## config.mk

```make
export PLATFORM = sky130hd
export DESIGN_NAME = audio_recorder
export DESIGN_NICKNAME = d
export VERILOG_FILES = /design/src/rtl/audio_recorder_pkg.sv /design/src/rtl/audio_recorder_sample_sync.sv /design/src/rtl/audio_recorder.sv
export SDC_FILE = /design/constraint.sdc
export NUM_CORES = 1
export LEC_CHECK = 0
export CELL_PAD_IN_SITES_DETAIL_PLACEMENT = 1
export CELL_PAD_IN_SITES_GLOBAL_PLACEMENT = 2
export CORE_MARGIN = 3
export CORE_UTILIZATION = 31
export CTS_CLUSTER_DIAMETER = 100
export DETAILED_ROUTE_END_ITERATION = 10
export PLACE_DENSITY = 0.83
export RECOVER_POWER = 100
export SYNTH_ARGS = -nofsm -noshare
export SYNTH_HDL_FRONTEND = slang
export SYNTH_SLANG_ARGS = --single-unit
```

## constraint.sdc

```tcl
create_clock -name i_clk -period 3.6 [get_ports i_clk]
set_clock_uncertainty 0.2 [all_clocks]
set_input_delay 0.72 -clock i_clk [delete_from_list [all_inputs] [get_ports i_clk]]
set_output_delay 0.72 -clock i_clk [all_outputs]
set_load 0.005 [all_outputs]
```

## src/rtl/audio_recorder_pkg.sv

```systemverilog
// Shared control package for the audio recorder: address width, FSM state
// encodings and the word-address helper used by the datapath.
package audio_recorder_pkg;

  localparam int ADDR_W = 23;

  typedef logic [ADDR_W-1:0] word_addr_t;

  // Control-state encodings, also exported on o_state for debug.
  localparam logic [2:0] ST_IDLE     = 3'd0;
  localparam logic [2:0] ST_WAIT_SEL = 3'd1;
  localparam logic [2:0] ST_CAPTURE  = 3'd2;
  localparam logic [2:0] ST_WRITE    = 3'd3;
  localparam logic [2:0] ST_DONE     = 3'd4;

  // Word address of a sample within a chunk; wraps modulo 2^ADDR_W by design.
  function automatic word_addr_t word_addr(input word_addr_t base, input word_addr_t offset);
    return base + offset;
  endfunction

endpackage

```

## src/rtl/audio_recorder_sample_sync.sv

```systemverilog
// One-entry sample holding register. Holds the word being written to memory
// while the write is outstanding and flags any sample that arrives meanwhile.
module audio_recorder_sample_sync #(
  parameter int SAMPLE_W = 16
) (
  input  logic                clk_i,
  input  logic                rst_i,
  input  logic [SAMPLE_W-1:0] sample_i,
  input  logic                sample_valid_i,
  input  logic                load_i,
  input  logic                release_i,
  input  logic                clear_i,
  output logic [SAMPLE_W-1:0] data_o,
  output logic                valid_o,
  output logic                overrun_o
);

  logic [SAMPLE_W-1:0] data_q;
  logic                valid_q;
  logic                overrun_q;

  // Capture the sample on load, free the slot on release, and make the
  // overrun flag sticky until the next recording clears it.
  always_ff @(posedge clk_i or posedge rst_i) begin
    if (rst_i) begin
      data_q    <= '0;
      valid_q   <= 1'b0;
      overrun_q <= 1'b0;
    end else begin
      if (load_i) begin
        data_q  <= sample_i;
        valid_q <= 1'b1;
      end else if (release_i) begin
        valid_q <= 1'b0;
      end
      if (clear_i) begin
        overrun_q <= 1'b0;
      end else if (sample_valid_i && valid_q) begin
        overrun_q <= 1'b1;
      end
    end
  end

  assign data_o    = data_q;
  assign valid_o   = valid_q;
  assign overrun_o = overrun_q;

endmodule

```

## src/rtl/audio_recorder.sv

```systemverilog
// Audio recorder: captures I2S samples into a memory chunk, one word per
// write handshake, under control of start/select/pause/stop levels.
//
// state    | meaning
// IDLE     | waiting for a record request
// WAIT_SEL | request seen, no chunk selected yet
// CAPTURE  | waiting for the next unpaused sample
// WRITE    | word presented to memory, waiting for ack
// DONE     | recording finished, waiting for i_start to fall
module audio_recorder
  import audio_recorder_pkg::*;
#(
  parameter logic [ADDR_W-1:0] CHUNK_WORDS = 23'd1048576,
  parameter int                SAMPLE_W    = 16
) (
  input  logic                i_clk,
  input  logic                i_rst,
  input  logic                i_start,
  input  logic [ADDR_W-1:0]   i_select,
  input  logic                i_pause,
  input  logic                i_stop,
  output logic                o_done,
  input  logic [SAMPLE_W-1:0] i_sample,
  input  logic                i_sample_valid,
  output logic [ADDR_W-1:0]   o_mem_addr,
  output logic [SAMPLE_W-1:0] o_mem_wdata,
  output logic                o_mem_we,
  input  logic                i_mem_ack,
  output logic [ADDR_W-1:0]   o_length,
  output logic                o_overrun,
  output logic [2:0]          o_state
);

  logic [2:0] state_q, state_d;
  word_addr_t base_q, base_d;
  word_addr_t length_q, length_d;
  word_addr_t addr_q, addr_d;
  word_addr_t length_inc;
  logic       pend_q, pend_d;
  logic       stop_req;
  logic       take_sample;
  logic       release_word;
  logic       clear_flags;
  logic       word_valid;
  logic       overrun;

  // A falling i_start is handled exactly like an explicit stop.
  assign stop_req   = i_stop | ~i_start;
  assign length_inc = length_q + 23'd1;

  audio_recorder_sample_sync #(
    .SAMPLE_W (SAMPLE_W)
  ) u_sample_sync (
    .clk_i          (i_clk),
    .rst_i          (i_rst),
    .sample_i       (i_sample),
    .sample_valid_i (i_sample_valid),
    .load_i         (take_sample),
    .release_i      (release_word),
    .clear_i        (clear_flags),
    .data_o         (o_mem_wdata),
    .valid_o        (word_valid),
    .overrun_o      (overrun)
  );

  // Next-state and datapath control for the recording sequence.
  always_comb begin
    state_d      = state_q;
    base_d       = base_q;
    length_d     = length_q;
    addr_d       = addr_q;
    pend_d       = pend_q;
    take_sample  = 1'b0;
    release_word = 1'b0;
    clear_flags  = 1'b0;
    case (state_q)
      ST_IDLE: begin
        if (i_start) begin
          // Length and overrun are cleared even when no chunk is selected yet,
          // so an aborted request reports an empty recording.
          clear_flags = 1'b1;
          length_d    = '0;
          pend_d      = 1'b0;
          if (i_select != '0) begin
            base_d  = i_select;
            state_d = ST_CAPTURE;
          end else begin
            state_d = ST_WAIT_SEL;
          end
        end
      end
      ST_WAIT_SEL: begin
        if (stop_req) begin
          state_d = ST_DONE;
        end else if (i_select != '0) begin
          base_d  = i_select;
          state_d = ST_CAPTURE;
        end
      end
      ST_CAPTURE: begin
        if (stop_req) begin
          state_d = ST_DONE;
        end else if (i_sample_valid && !i_pause) begin
          take_sample = 1'b1;
          addr_d      = word_addr(base_q, length_q);
          state_d     = ST_WRITE;
        end
      end
      ST_WRITE: begin
        if (stop_req) begin
          pend_d = 1'b1;
        end
        if (i_mem_ack) begin
          release_word = 1'b1;
          length_d     = length_inc;
          if (length_inc == CHUNK_WORDS || pend_q || stop_req) begin
            pend_d  = 1'b0;
            state_d = ST_DONE;
          end else begin
            state_d = ST_CAPTURE;
          end
        end
      end
      ST_DONE: begin
        if (!i_start) begin
          state_d = ST_IDLE;
        end
      end
      default: begin
        state_d = ST_IDLE;
      end
    endcase
  end

  // State and datapath registers; reset abandons any in-flight word.
  always_ff @(posedge i_clk or posedge i_rst) begin
    if (i_rst) begin
      state_q  <= ST_IDLE;
      base_q   <= '0;
      length_q <= '0;
      addr_q   <= '0;
      pend_q   <= 1'b0;
    end else begin
      state_q  <= state_d;
      base_q   <= base_d;
      length_q <= length_d;
      addr_q   <= addr_d;
      pend_q   <= pend_d;
    end
  end

  assign o_mem_we   = word_valid;
  assign o_mem_addr = addr_q;
  assign o_length   = length_q;
  assign o_overrun  = overrun;
  assign o_done     = (state_q == ST_DONE);
  assign o_state    = state_q;

endmodule

```

---- Word level (Yosys, flattened, before mapping) ----
Index checks and enable logic that the tools add are counted.
storage, ports and cells
  bits of input ports ..................... 46
  logic and storage cells ................. 73
  output and inout port bits .............. 68
  register bits after elaboration ......... 91
cells by class
  add/subtract/negate cells ............... 2
  equality and inequality tests ........... 11
  bitwise operators ....................... 3
  reductions and logical operators ........ 16
  mux-type cells .......................... 33
operator list
  kind                                             count
  two-way mux 23 bit                               5
  case mux 23 bit (2 select lines)                 2
  two-way mux 3 bit                                8
  adder 23 x 1 -> 23 bit, second input constant    1
  adder 23 bit                                     1
  == test 23 x 21 -> 1 bit, second input constant  1
  nonzero test 23 bit                              1
  two-way mux 1 bit                                15
  case mux 3 bit (5 select lines)                  1
  AND reduction 3 bit                              3
  != test 2 bit, second input constant             4
  nonzero test 2 bit                               4
  == test 3 x 2 -> 1 bit, second input constant    2
  != test 3 bit, second input constant             2
  AND reduction 5 bit                              1
  == test 3 x 1 -> 1 bit, second input constant    1
  == test 3 bit, second input constant             1
  zero test 3 bit                                  1
  logical AND 1 bit                                2
  logical OR 1 bit                                 2
  two-way mux 2 bit                                1
  NOT 1 bit                                        2
  case mux 1 bit (2 select lines)                  1
  AND reduction 2 bit                              1
  2 further kinds                                  2

---- Depth between registers and ports, before layout ----
  depth after elaboration ................. 7
  mapped depth ............................ 10

---- By module ----
Synthesis repeated with hierarchy kept, for this count alone.
unflattened totals
  cells, all modules ...................... 549
  area total of the unflattened synthesis .. 5412.7 sq um
by module, submodules not included
  module                      times used  cells an instance  area an instance (sq um)
  audio_recorder              1           508                4692.0
  audio_recorder_sample_sync  1           41                 720.7

---- Worst setup path before layout ----
No wires, ideal clock.
  path type ............................... register -> register
  start ................................... register length_q[0] (netlist: o_length[0])
  end ..................................... register addr_q[22] (netlist: o_mem_addr[22])
  setup slack ............................. 0.763 ns
  data required time ...................... 3.331 ns
  cell stages (with the launch flop) ...... 11
  arrival ................................. 2.568 ns
  path buffers ............................ 0
  cell sequence ........................... dfrtp_1 > ha_1 > inv_1 > fa_1 > nand2b_1 > a21oi_1 > o41ai_2 > a311o_1 > a2111o_1 > a211o_1 > nand3_1
between the ends
  cells in the longest elaborated chain, start to end .. 1
RTL lines
  element                   RTL line                  text
  start: declaration        audio_recorder.sv:36      word_addr_t length_q, length_d;
  start signal: assignment  audio_recorder.sv:146     length_q <= length_d;
  adder 23 bit              audio_recorder_pkg.sv:18  return base + offset;
  end signal: assignment    audio_recorder.sv:147     addr_q <= addr_d;
  end: declaration          audio_recorder.sv:37      word_addr_t addr_q, addr_d;
Every way passes these cells.
A chain may end at the register's enable or synchronous reset.

---- Worst setup path after layout ----
  start ................................... input i_stop
  end ..................................... register addr_q[19] (netlist: o_mem_addr[19])
between the ends
  cells in the longest elaborated chain, start to end .. 3
RTL lines
  element                        RTL line              text
  start: declaration             audio_recorder.sv:21  input logic i_stop,
  OR 1 bit                       audio_recorder.sv:48  assign stop_req = i_stop | ~i_start;
  NOT 1 bit (no line)            --
  AND reduction 3 bit (no line)  --
Every way passes these cells.

==> metrics.txt <==
max frequency 0.3201 GHz; max-cap check violation count 0; layout cells sized above 1 0.05516; Post-DRT Antenna Nets 0; syn nets 666; CP Max Fanout 13; total grt overflow 0; critical path class primary input to flip-flop; Slew Limit Fails 0; leading area contributor after synthesis dfrtp_1; Pre-antenna DRT Iters 4; startpoint types primary input; CP Capture Type flip-flop; hold_buf cts 0; Synth Area per Inst 9.073 µm²; Cell Area, Placed 6792 µm²; top cells by area, synth dfrtp_1 42%, nand2_1 7.1%, ha_1 5.3%; CTS Buf Count 9; Data required, critical path 3.68 ns; Area Growth Syn to Fin 30.89%; Die H 138.1 µm; Synth top area share 0.4211; Lkg Pwr 3.188 nW; I/O Buffers 113; DR iter-0 viols 197; vias in the first global route 5,258; first-pass GRT wire length 27,700 µm; Antenna Cells 0; largest vdd supply drop 281.9 µV; WP data arrival 3.21 ns; die area 19,060 µm²; Core Rows 47; Clk Tree Root Cell clkbuf_16; Reg clk slew, reported paths 0.07 ns; pin count of the biggest net entering global routing 64; CTS tree yes; Final Hold Fails 0; RSZ-0062 raised after global routing no; Worst slew margin 0.1272; number of clock sinks 91; Nets 772; Slew @ Worst Pin 1.302 ns; CORE AREA 16,820 µm²; minimum clock period 3.124 ns; clock buffer depth 2; outcome complete, no violations; Vias per Instance 5.321; starting density of the core 0.3215; Cell Pwr Density 582.5 nW/µm²; Post-Synthesis Cells 596; Main synth FF type dfrtp_1; die width 138.1 µm; Finished Cell Area 7078 µm²; post-DP HPWL 12,990 µm; setup TNS after final layout 0 ns; initial antenna violation count 0; I/O pin count 114; worst-skew pair later-pin latency 0.35 ns; Ys Warns 0; Final Wtd Congestion 0.8678; EDFF count, synth 0; post-synthesis sequential area ratio 0.4211; Post-Route WL 17,080 µm; Remaining DRCs 0; final setup fails 0; worst hold path class flip-flop to flip-flop; number of synthesized register bits 91; routed len/inst 18.43 µm; DR vias 4,933; Synth cell types 66; Synth Cell Area 5408 µm²; Tot GR Track Use 0.1775; Post-CTS Setup Inserts 0; fillers 1,961; Resized cells post-CTS 0; ys async rst share 1.000; H-tree depth 3; period utilization 0.8677
==> cell families after synthesis <==
group / Yosys count / synth area share
simple gates: 238 / 0.2214
xor+xnor: 17 / 0.02753
compound gates: 155 / 0.1858
fa+ha+maj: 24 / 0.05692
buf+inv: 45 / 0.03355
mux: 26 / 0.05368
flops: 91 / 0.4211
==> Yosys cell counts, types with 10 or more instances <==
cell and count:
ha_1 23, mux2_1 21, nand4_1 14, and3_1 10, nand3_1 17, clkbuf_1 20, o21ai_0 21, nor3_1 15
a21oi_1 28, o21ai_1 35, nor2_1 31, nand2_1 103, dfrtp_1 91, inv_1 15, xor2_1 10
==> path summary, 6_finish.rpt <==
| check | start | end | slack [ns] | cells after the start |
|---|---|---|---|---|
| worst max-delay path | i_stop | o_mem_addr[19]$_DFFE_PP0P_ | 0.48 | 7 |
| worst min-delay path | u_sample_sync.data_o[10]$_DFFE_PP0P_ | u_sample_sync.data_o[10]$_DFFE_PP0P_ | 0.27 | 2 |
| worst max register to register | o_length[1]$_DFFE_PP0P_ | o_length[22]$_DFFE_PP0P_ | 0.48 | 8 |
| worst min register to register | u_sample_sync.data_o[10]$_DFFE_PP0P_ | u_sample_sync.data_o[10]$_DFFE_PP0P_ | 0.27 | 2 |
| max in group asynchronous | i_rst | o_mem_addr[19]$_DFFE_PP0P_ | 0.73 | 3 |
| min in group asynchronous | i_rst | u_sample_sync.data_o[13]$_DFFE_PP0P_ | 0.89 | 2 |
==> registers in the layout (all words and copies together) (netlist names) <==
signal / count
o_length: 23
u_sample_sync.data_o: 16
base_q: 23
u_sample_sync.valid_o: 1
o_mem_addr: 23
o_state: 3
u_sample_sync.overrun_o: 1
pend_q: 1
==> worst max-delay path, cell delays in order <==
cell	delay, ns
dlygate4sd3_1	0.57
nand2b_1	0.24
nor4_1	0.46
and2_0	0.73
and4_1	0.30
a211oi_1	0.06
nand3_1	0.12
==> where the power goes <==
group          total (mW)  switching (mW)  internal [mW]
registers            1.60           0.224           1.37
logic                1.47           0.726          0.747
clock network        1.05           0.425          0.628
total                4.12            1.38           2.75
==> cells in the final DEF, fill, tap and decap left out, types with 6 or more instances in the layout <==
cell / Yosys / layout
nand2_1: 103 / 102
dfrtp_1: 91 / 91
dlygate4sd3_1: 0 / 70
o21ai_0: 21 / 48
clkdlybuf4s50_1: 0 / 43
nor2_1: 31 / 31
a21oi_1: 28 / 28
ha_1: 23 / 23
mux2_1: 21 / 21
nand3_1: 17 / 17
inv_1: 15 / 15
nor3_1: 15 / 15
nand4_1: 14 / 14
and3_1: 10 / 10
xor2_1: 10 / 10
a211oi_1: 9 / 9
nor4_1: 8 / 9
o31ai_1: 9 / 9
clkbuf_16: 0 / 9
o21ai_1: 35 / 8
nand2b_1: 7 / 7
xnor2_1: 7 / 7
a21o_1: 6 / 6
o21a_1: 6 / 6
a31oi_1: 6 / 6
==> routing by layer <==
layer	up-vias	wire length [µm]	track usage
li1	2397	-	-
met1	2450	7930	0.2259
met2	72	8514	0.3153
met3	14	443	0.02590
met4	0	193	0.04836
met5	-	0	0
==> final cells by class <==
class | count | area, µm² | area share
Clock buffer | 10 | 239.0 | 0.03376
Sequential cell | 91 | 2277 | 0.3217
Inverter | 16 | 61.31 | 0.008662
Multi-Input combinational cell | 460 | 2939 | 0.4152
Tap cell | 220 | 275.3 | 0.03889
Timing Repair Buffer | 124 | 1197 | 0.1692
Clock inverter | 6 | 88.84 | 0.01255
==> through the flow <==
stage / power (mW) / instances / setup slack [ns] / utilization / hold WS (ns)
floorplan: 2.424 / 596 / 0.3164 / - / 0.2684
finish: 4.123 / 927 / 0.4762 / 0.4208 / 0.2741
global route: 4.413 / 927 / 0.2292 / 0.4208 / 0.3005
detailed placement: 3.226 / 911 / 0.4611 / 0.4038 / 0.2668
CTS: 4.298 / 927 / 0.4826 / 0.4233 / 0.2837
global placement: 3.150 / 911 / 0.4896 / 0.4038 / 0.2567
No activity file was read; power rests on OpenSTA's default activity.
